<file path="config.mk">
export PLATFORM = sky130hd
export DESIGN_NAME = id_stage_flat
export DESIGN_NICKNAME = d
export VERILOG_FILES = /design/src/rtl/id_stage_if.sv /design/src/rtl/id_stage.sv /design/src/flat_wrapper.sv
export SDC_FILE = /design/constraint.sdc
export NUM_CORES = 1
export LEC_CHECK = 0
export CORE_ASPECT_RATIO = 0.6
export CORE_MARGIN = 1
export CORE_UTILIZATION = 30
export CTS_BUF_LIST = sky130_fd_sc_hd__clkbuf_4 sky130_fd_sc_hd__clkbuf_8 sky130_fd_sc_hd__clkbuf_16
export DETAILED_ROUTE_END_ITERATION = 10
export SYNTH_ARGS = -nofsm -noshare
export SYNTH_HDL_FRONTEND = slang
export SYNTH_SLANG_ARGS = --single-unit
</file>
<file path="constraint.sdc">
create_clock -name CLK -period 5.79 [get_ports CLK]
set_input_delay 1.158 -clock CLK [delete_from_list [all_inputs] [get_ports CLK]]
set_output_delay 1.158 -clock CLK [all_outputs]
set_load 0.02 [all_outputs]
</file>
<file path="src/rtl/id_stage_if.sv">
// id_stage_if
//   Bundles the fetch-side, execute-side and writeback-side signals of the
//   decode / operand-fetch stage.
//   Handshake: fetch presents if_ir/if_pc with if_valid; when stall is high
//   in a cycle, fetch must present the same if_ir/if_pc (with if_valid) in
//   the next cycle. flush overrides stall and squashes the stage's slot.
//   master : driven by the surrounding pipeline (fetch, ALU, writeback)
//   slave  : the id_stage itself
//   Signals:
//     if_ir, if_pc, if_valid : instruction from fetch
//     stall                  : combinational hold request to fetch
//     flush                  : taken branch, squash this stage
//     ex_q                   : ALU registered result (instruction two slots back)
//     wb_we, wb_addr, wb_data: register-file write port
//     sr1, sr2, pc, ir       : registered operands / instruction to the ALU
interface id_stage_if;
    logic [15:0] if_ir;
    logic [15:0] if_pc;
    logic        if_valid;
    logic        stall;
    logic        flush;
    logic [15:0] ex_q;
    logic        wb_we;
    logic [2:0]  wb_addr;
    logic [15:0] wb_data;
    logic [15:0] sr1;
    logic [15:0] sr2;
    logic [15:0] pc;
    logic [15:0] ir;

    modport master (
        output if_ir, if_pc, if_valid, flush, ex_q, wb_we, wb_addr, wb_data,
        input  stall, sr1, sr2, pc, ir
    );

    modport slave (
        input  if_ir, if_pc, if_valid, flush, ex_q, wb_we, wb_addr, wb_data,
        output stall, sr1, sr2, pc, ir
    );
endinterface

</file>
<file path="src/rtl/id_stage.sv">
// id_stage
//   Decode / operand-fetch stage of the 16-bit pipelined CPU. Holds the
//   8x16 register file, latches the instruction from fetch and presents
//   registered sr1/sr2/pc/ir to the execute ALU.
//   Hazards: results of the instruction two slots back arrive on ex_q and
//   are forwarded, as is the writeback port; a dependency on the
//   instruction currently in ir costs exactly one bubble (stall).
//   Ports:
//     CLK  : clock, rising edge
//     RSTN : asynchronous active-low reset
//     bus  : id_stage_if.slave (fetch, flush, ex_q, writeback, ALU outputs)
module id_stage #(
    parameter int          NREG = 8,
    parameter logic [15:0] NOP  = 16'h0000
) (
    input  logic          CLK,
    input  logic          RSTN,
    id_stage_if.slave     bus
);

    localparam int RW = $clog2(NREG);

    // ADDi, ADD/CMP/MLT and LI write rd.
    function automatic logic writes_rd(input logic [15:0] x);
        logic r;
        r = 1'b0;
        case (x[15:14])
            2'b11:   r = 1'b1;
            2'b00:   r = (x[4:0] == 5'b00010) || (x[4:0] == 5'b00100) ||
                         (x[4:0] == 5'b00101);
            2'b01:   r = (x[10:8] == 3'b000);
            default: r = 1'b0;
        endcase
        return r;
    endfunction

    // Branches carry their condition in bits 13:11: 010 = BZ, 001 = BNZ.
    function automatic logic uses_rs1(input logic [15:0] x);
        logic r;
        r = 1'b0;
        case (x[15:14])
            2'b11:   r = 1'b1;
            2'b00:   r = (x[4:0] == 5'b00010) || (x[4:0] == 5'b00100) ||
                         (x[4:0] == 5'b00101);
            2'b10:   r = (x[13:11] == 3'b010) || (x[13:11] == 3'b001);
            default: r = 1'b0;
        endcase
        return r;
    endfunction

    function automatic logic uses_rs2(input logic [15:0] x);
        return (x[15:14] == 2'b00) &&
               ((x[4:0] == 5'b00010) || (x[4:0] == 5'b00100) ||
                (x[4:0] == 5'b00101));
    endfunction

    logic [15:0]   rf [NREG];
    logic [15:0]   ir_q;
    logic [15:0]   ir_d;
    logic [15:0]   sr1_q;
    logic [15:0]   sr2_q;
    logic [15:0]   pc_q;

    logic [RW-1:0] rs1_f;
    logic [RW-1:0] rs2_f;
    logic [RW-1:0] rd_ir;
    logic [RW-1:0] rd_ird;
    logic          hazard;
    logic          issue;
    logic [15:0]   op1;
    logic [15:0]   op2;

    assign rs1_f  = bus.if_ir[10:8];
    assign rs2_f  = bus.if_ir[7:5];
    assign rd_ir  = ir_q[13:11];
    assign rd_ird = ir_d[13:11];

    // The instruction in ir produces its result one cycle too late for the
    // instruction behind it, so that pairing needs a bubble. A flush wins.
    assign hazard = bus.if_valid && !bus.flush && writes_rd(ir_q) &&
                    ((rd_ir == rs1_f && uses_rs1(bus.if_ir)) ||
                     (rd_ir == rs2_f && uses_rs2(bus.if_ir)));

    assign bus.stall = RSTN && hazard;
    assign issue     = bus.if_valid && !hazard && !bus.flush;

    // Later assignments override earlier ones: register file, then the
    // writeback port, then ex_q as the newest value.
    always_comb begin
        op1 = rf[rs1_f];
        if (bus.wb_we && bus.wb_addr == rs1_f) op1 = bus.wb_data;
        if (writes_rd(ir_d) && rd_ird == rs1_f) op1 = bus.ex_q;

        op2 = rf[rs2_f];
        if (bus.wb_we && bus.wb_addr == rs2_f) op2 = bus.wb_data;
        if (writes_rd(ir_d) && rd_ird == rs2_f) op2 = bus.ex_q;
    end

    always_ff @(posedge CLK or negedge RSTN) begin
        if (!RSTN) begin
            ir_q  <= '0;
            ir_d  <= '0;
            sr1_q <= '0;
            sr2_q <= '0;
            pc_q  <= '0;
            for (int i = 0; i < NREG; i++) rf[i] <= '0;
        end else begin
            ir_d <= ir_q;
            if (bus.wb_we) rf[bus.wb_addr] <= bus.wb_data;
            if (issue) begin
                ir_q  <= bus.if_ir;
                pc_q  <= bus.if_pc;
                sr1_q <= op1;
                sr2_q <= op2;
            end else begin
                ir_q  <= NOP;
                pc_q  <= '0;
                sr1_q <= '0;
                sr2_q <= '0;
            end
        end
    end

    assign bus.ir  = ir_q;
    assign bus.pc  = pc_q;
    assign bus.sr1 = sr1_q;
    assign bus.sr2 = sr2_q;

endmodule

</file>
<file path="src/flat_wrapper.sv">
// flat-port wrapper written by rule: the top's interface ports become plain ports
module id_stage_flat 
#(
    parameter int          NREG = 8,
    parameter logic [15:0] NOP  = 16'h0000
)
  (CLK, RSTN, bus_if_ir, bus_if_pc, bus_if_valid, bus_flush, bus_ex_q, bus_wb_we, bus_wb_addr, bus_wb_data, bus_stall, bus_sr1, bus_sr2, bus_pc, bus_ir);
  id_stage_if bus_i ();
  input  logic CLK;
  input  logic RSTN;
  input wire logic [$bits(bus_i.if_ir)-1:0] bus_if_ir;
  input wire logic [$bits(bus_i.if_pc)-1:0] bus_if_pc;
  input wire logic [$bits(bus_i.if_valid)-1:0] bus_if_valid;
  input wire logic [$bits(bus_i.flush)-1:0] bus_flush;
  input wire logic [$bits(bus_i.ex_q)-1:0] bus_ex_q;
  input wire logic [$bits(bus_i.wb_we)-1:0] bus_wb_we;
  input wire logic [$bits(bus_i.wb_addr)-1:0] bus_wb_addr;
  input wire logic [$bits(bus_i.wb_data)-1:0] bus_wb_data;
  output wire logic [$bits(bus_i.stall)-1:0] bus_stall;
  output wire logic [$bits(bus_i.sr1)-1:0] bus_sr1;
  output wire logic [$bits(bus_i.sr2)-1:0] bus_sr2;
  output wire logic [$bits(bus_i.pc)-1:0] bus_pc;
  output wire logic [$bits(bus_i.ir)-1:0] bus_ir;
  assign bus_i.if_ir = bus_if_ir;
  assign bus_i.if_pc = bus_if_pc;
  assign bus_i.if_valid = bus_if_valid;
  assign bus_i.flush = bus_flush;
  assign bus_i.ex_q = bus_ex_q;
  assign bus_i.wb_we = bus_wb_we;
  assign bus_i.wb_addr = bus_wb_addr;
  assign bus_i.wb_data = bus_wb_data;
  assign bus_stall = bus_i.stall;
  assign bus_sr1 = bus_i.sr1;
  assign bus_sr2 = bus_i.sr2;
  assign bus_pc = bus_i.pc;
  assign bus_ir = bus_i.ir;
  id_stage #(.NREG(NREG), .NOP(NOP)) u_core (.CLK(CLK), .RSTN(RSTN), .bus(bus_i));
endmodule
</file>
==> results.cfg <==
[yosys]
yosys_warnings = 0
syn_area_per_cell_um2 = 13.9
synth-main-ff-cell = dfrtp_1
ys_types = 37
synth_edf_count = 0
syn-num-nets = 792
synth_cells = 720
ys_seq_elements = 205
ys_seq_area_share_pct = 51.4
synthArstFlopShare_pct = 100
netlist_area_um2 = 9980

[sta]
hold_viol = 0
setup_viol = 0
rsz0062_at_grt = no
timing.fmax_mhz = 216
slew_viol_final = 0
finClkSkew_ns = 0.0144
period_needed_ns = 4.63
relSlewSlack_pct = 30.0
hold_slack_ns = 0.407
fin_tns_setup_ns = 0
min_period_over_period_pct = 80.0
tightest_slew_ns = 1.05

[floorplanning]
start_util_pct = 30.6
die_w_um = 237
dieArea_um2 = 34000
core_um2 = 32600
pin_count = 137
rows = 51
die_y_um = 143

[global_routing]
grt_max_degree = 79
antenna_found_initial = 1
grt_pass1_vias = 6938
grt-ovfl-total = 0
grt_pass1_wl_um = 42600
globalRouteTotalUtil_pct = 16.4

[drt]
drc = 0
via_per_inst = 5.04
first_pass_iters = 6
final_antenna_net_count = 0
wl_per_cell_um = 20.7
first_iter_violations = 508
totalWireLength_um = 27000
vias = 6580

[cts]
cts-root-buf = clkbuf_16
worstSkewPairLatency_ns = 0.51
cts-htree-levels = 1
clockBufferDepth = 3
cts_setup_buffers = 0
cts_hold_buf = 0
path_clk_slew_ns = 0.06
cts_buffers = 23
cts_tree = built
cts.sinks = 205
cts_resized = 0

[finish]
area_growth_pct = 26.1
seq_area_um2 = 5130
nFillCells = 3028
final_core_util_pct = 38.6
fin_area_um2 = 12600
drive_above_1_share_pct = 31.6
mostFrequentLayoutCells = dfrtp_1, clkdlybuf4s50_1, mux2_2, nand2_1, mux4_2
n_antenna_cell = 0
layout_commonest_cell = dfrtp_1
multi_input_area_um2 = 4580
nets = 910

[place]
place_hpwl_um = 17500
place_area_um2 = 11800
io_buffers = 136
place_congestion = 0.741

[setup_path]
reg2reg_depth = 5
worstSetupEndpointType = output pin
cp_data_arrival_time_ns = 3.48
r2r_slack_ns = 3.30
rr_startpoint = u_core.bus.ir[0]$_DFF_PN0_
critPathRequiredTime_ns = 4.63
path_class = in -> out
reg2reg_to = u_core.bus.ir[12]$_DFF_PN0_
critPathLaunchType = input pin
worstPathMaxFanout = 3

[flow_run]
maxCapViolCount = 0

[power_and_ir_drop]
p_leak_nw = 5.21
p_per_area_nw_per_um2 = 339
irDropWorstVdd_mv = 0.205
p_total_mw = 4.26

[hold_path]
hold_start = u_core.bus.ir[0]$_DFF_PN0_
hold_class = reg -> reg
min_to = u_core.ir_d[0]$_DFF_PN0_
worstHoldPathCells = 0

[run_status]
status = completed
==> through the flow <==
step / std cells / worst slack [ns]
floorplan: 720 / 1.93
global placement: 1263 / 1.12
detailed placement: 1263 / 1.18
CTS: 1305 / 1.15
global route: 1305 / 1.04
finish: 1305 / 1.16
==> worst max path at each step <==
stage,from,endpoint
floorplan,bus_if_ir[0],bus_stall
global placement,bus_if_ir[1],bus_stall
detailed placement,bus_if_ir[1],bus_stall
CTS,bus_if_ir[1],bus_stall
global route,bus_if_ir[1],bus_stall
finish,bus_if_ir[1],bus_stall
==> state kept, by name (all words and copies together), names as in the netlist <==
| register | flops |
|---|---|
| u_core.bus.ir | 16 |
| u_core.bus.sr1 | 16 |
| u_core.ir_d | 13 |
| u_core.rf | 128 |
| u_core.bus.pc | 16 |
| u_core.bus.sr2 | 16 |
==> cells by family after synthesis <==
family          share of synthesized area, %
compound gates                          5.45
xor+xnor                                1.67
buf+inv                                 2.93
flops                                   51.4
mux                                     32.1
simple gates                            6.46
==> critical path, stage by stage <==
cell             delay [ns]
clkdlybuf4s50_1        0.49
or3b_1                 0.37
a2111oi_2              0.36
nor2b_1                0.18
a31oi_1                0.05
nor4_1                 0.21
clkdlybuf4s50_1        0.65
==> cells in the mapped netlist (2+ instances only) <==
cell,count,area [um^2]
a2111oi_2,2,30.0
a21boi_1,3,22.5
a21oi_1,32,160
and2_1,32,200
buf_1,18,67.6
buf_2,21,105
buf_6,3,33.8
clkbuf_1,22,82.6
dfrtp_1,205,5130
mux2_2,128,1440
mux2i_1,32,320
mux4_2,64,1440
nand2_1,65,244
nand2b_1,4,25.0
nand4_1,3,18.8
nand4b_1,3,26.3
nor2b_1,3,18.8
nor3_1,7,35.0
nor3b_2,2,25.0
nor4_1,2,12.5
o211ai_1,32,240
o21a_1,2,15.0
o21ai_0,2,10.0
o21ai_1,2,10.0
or3b_1,2,17.5
xnor2_1,7,61.3
xor2_1,12,105
==> area by class of cell <==
class	count	share of cell area (%)
timing repair buffer	157	11.9
tap	450	4.47
clock inverter	14	1.41
clock buffer	28	5.02
sequential	205	40.8
multi-input combinational	450	36.4
inverter	1	0.0298
==> layer usage <==
layer	part of all wire (%)	vias up	track usage [%]
met1	47	3473	23.0
li1	-	2899	-
met2	46	161	25.8
met4	1.7	2	3.40
met5	0.048	-	0
met3	6.1	45	3.73
==> report_power, final <==
| part | leakage [nW] | internal, mW | total [mW] | switching [mW] |
|---|---|---|---|---|
| registers | 2.57 | 1.67 | 1.82 | 0.154 |
| logic | 2.23 | 0.517 | 0.885 | 0.369 |
| clock network | 0.411 | 0.957 | 1.56 | 0.599 |
No activity file was read; power rests on OpenSTA's default activity.
==> RTL change: new RTL, config.mk and constraints unchanged <==
Reset style: synchronous (`RSTN`), changed in one clocked block. Comments in the files are not updated.
--- a/src/rtl/id_stage.sv
+++ b/src/rtl/id_stage.sv
@@ -96,7 +96,7 @@
         if (writes_rd(ir_d) && rd_ird == rs2_f) op2 = bus.ex_q;
     end
 
-    always_ff @(posedge CLK or negedge RSTN) begin
+    always_ff @(posedge CLK) begin
         if (!RSTN) begin
             ir_q  <= '0;
             ir_d  <= '0;
Behaviour: differs if RSTN is asserted again (counterexample within 4 cycles, from zero or initial values and one cycle with RSTN low); with RSTN held inactive, the same outputs for 4 cycles.
==> RTL change against the original RTL <==
Cell area fell by 3.0%; area after synthesis fell by 3.8%; via count fell by 5.2%; count of clock-buffer cells in the layout rose by 1; worst hold slack improved by 0.094 ns; routed wire length fell by 0.74%; worst setup slack got worse by 0.071 ns; sequential cell count did not move; register-to-register slack improved by 0.33 ns; maximum frequency fell by 1.5%.
Power is not compared: it rests on default switching activity, and its combinational part moved more than twofold at a synthesized area within 25%.
==> RTL change: results (changes against the original RTL) <==
\begin{tabular}{lr}
\hline
Metric & Value \\
\hline
\multicolumn{2}{l}{\textbf{CTS}} \\
\quad Number of instances resized during post-cts repair & 0 (unchanged) \\
\multicolumn{2}{l}{\textbf{Worst hold path}} \\
\quad Number of stages on the worst hold path & 1 (was 0) \\
\multicolumn{2}{l}{\textbf{Status}} \\
\quad Status & finished clean (unchanged) \\
\multicolumn{2}{l}{\textbf{Route}} \\
\quad Final WL & 26.8 mm (was 27.0 mm) \\
\quad Count of TritonRoute iterations in the first routing pass & 5 (was 6) \\
\quad DR vias & 6,241 (was 6,580) \\
\multicolumn{2}{l}{\textbf{Synthesis}} \\
\quad Distinct cell type count after synthesis & 34 (was 37) \\
\quad Asr flop ratio synth & 0\% (was 100\%) \\
\quad Synth top area cells & edfxtp\_1, dfxtp\_1, mux4\_2 (was dfrtp\_1, mux2\_2, mux4\_2) \\
\quad Count of flip-flops with a built-in enable after synthesis & 128 (was 0) \\
\quad Post-Syn Nets & 796 (was 792) \\
\quad Sequential fraction of the synthesis area & 56.1\% (was 51.4\%) \\
\multicolumn{2}{l}{\textbf{Setup path}} \\
\quad Worst EP arrival & 3.55 ns (was 3.48 ns) \\
\quad Worst R2R End & u\_core.bus.sr2[7]\$\_SDFF\_PN0\_ (was u\_core.bus.ir[12]\$\_DFF\_PN0\_) \\
\quad Launch instance of the worst register-to-register path & u\_core.bus.ir[13]\$\_SDFF\_PN0\_ (was u\_core.bus.ir[0]\$\_DFF\_PN0\_) \\
\quad Critical path origin & bus\_if\_ir[7] (was bus\_if\_ir[1]) \\
\multicolumn{2}{l}{\textbf{GRT}} \\
\quad Antenna violations before repair & 0 (was 1) \\
\quad Largest net degree at the start of global routing & 36 (was 79) \\
\quad Total routing usage reported by global routing & 16.6\% (was 16.4\%) \\
\quad First-pass GRT wire length & 40.3 mm (was 42.6 mm) \\
\multicolumn{2}{l}{\textbf{Placed design}} \\
\quad Post-detailed-placement cell area & 11,500 sq um (was 11,800 sq um) \\
\quad Placer congestion estimate & 0.767 (was 0.741) \\
\multicolumn{2}{l}{\textbf{Layout}} \\
\quad Net count reported at finish & 936 (was 910) \\
\quad Filler Cell Count & 2,920 (was 3,028) \\
\quad Largest register by flop count & u\_core.rf (unchanged) \\
\multicolumn{2}{l}{\textbf{STA}} \\
\quad Worst Skew & 0.0129 ns (was 0.0144 ns) \\
\hline
\end{tabular}
## RTL change: worst min path at each step
| stage | from | to | slack [ns] |
|---|---|---|---|
| 3_5_place_dp | u_core.bus.ir[9]$_SDFF_PN0_ | u_core.ir_d[9]$_SDFF_PN0_ | 0.49 |
| 2_1_floorplan | u_core.bus.ir[10]$_SDFF_PN0_ | u_core.ir_d[10]$_SDFF_PN0_ | 0.58 |
| 3_3_place_gp | u_core.bus.ir[9]$_SDFF_PN0_ | u_core.ir_d[9]$_SDFF_PN0_ | 0.49 |
| 5_1_grt | u_core.bus.ir[4]$_SDFF_PN0_ | u_core.ir_d[4]$_SDFF_PN0_ | 0.54 |
| 4_1_cts | u_core.bus.ir[3]$_SDFF_PN0_ | u_core.ir_d[3]$_SDFF_PN0_ | 0.51 |
| 6_report | u_core.bus.ir[4]$_SDFF_PN0_ | u_core.ir_d[4]$_SDFF_PN0_ | 0.50 |
## RTL change: through the flow
stage / power [mW] / instances / hold slack, ns / setup WS [ns] / util (%)
2_1_floorplan: 1.93 / 724 / 0.583 / 1.71 / -
3_3_place_gp: 2.12 / 1255 / 0.486 / 1.08 / 36.6
3_5_place_dp: 2.13 / 1255 / 0.495 / 1.11 / 36.6
4_1_cts: 3.57 / 1296 / 0.511 / 1.08 / 39.0
5_1_grt: 3.66 / 1296 / 0.541 / 0.996 / 39.0
6_report: 3.55 / 1296 / 0.501 / 1.08 / 39.0
## RTL change: metal layers
layer	part of all wire, %	routed length, um	global-route usage, %
met1	50	13500	25.7
met2	41	11100	23.5
met3	7.1	1910	3.98
met4	1.3	346	2.72
met5	0	0	0
## RTL change: kinds of logic (layout without fill, tap and decap cells)
logic type / count (synthesis) / after routing / synth area share [%]
flops: 205 / 205 / 56.1
compound gates: 85 / 85 / 5.67
xor+xnor: 19 / 19 / 1.73
buf+inv: 48 / 204 / 2.36
simple gates: 270 / 270 / 15.7
mux: 97 / 97 / 18.4
## RTL change: cell type report
class	count	area share, %
Sequential cell	205	44.1
Multi-Input combinational cell	471	32.8
Timing Repair Buffer	163	12.7
Clock buffer	29	5.43
Tap cell	416	4.26
Clock inverter	12	0.727
## RTL change: power by group through the flow
stage / sequential (mW) / combinational (mW) / clock [mW]
finish: 1.66 / 0.439 / 1.45
global route: 1.67 / 0.470 / 1.52
CTS: 1.66 / 0.440 / 1.47
detailed placement: 1.69 / 0.438 / 0
global placement: 1.69 / 0.435 / 0
floorplan: 1.70 / 0.233 / 0
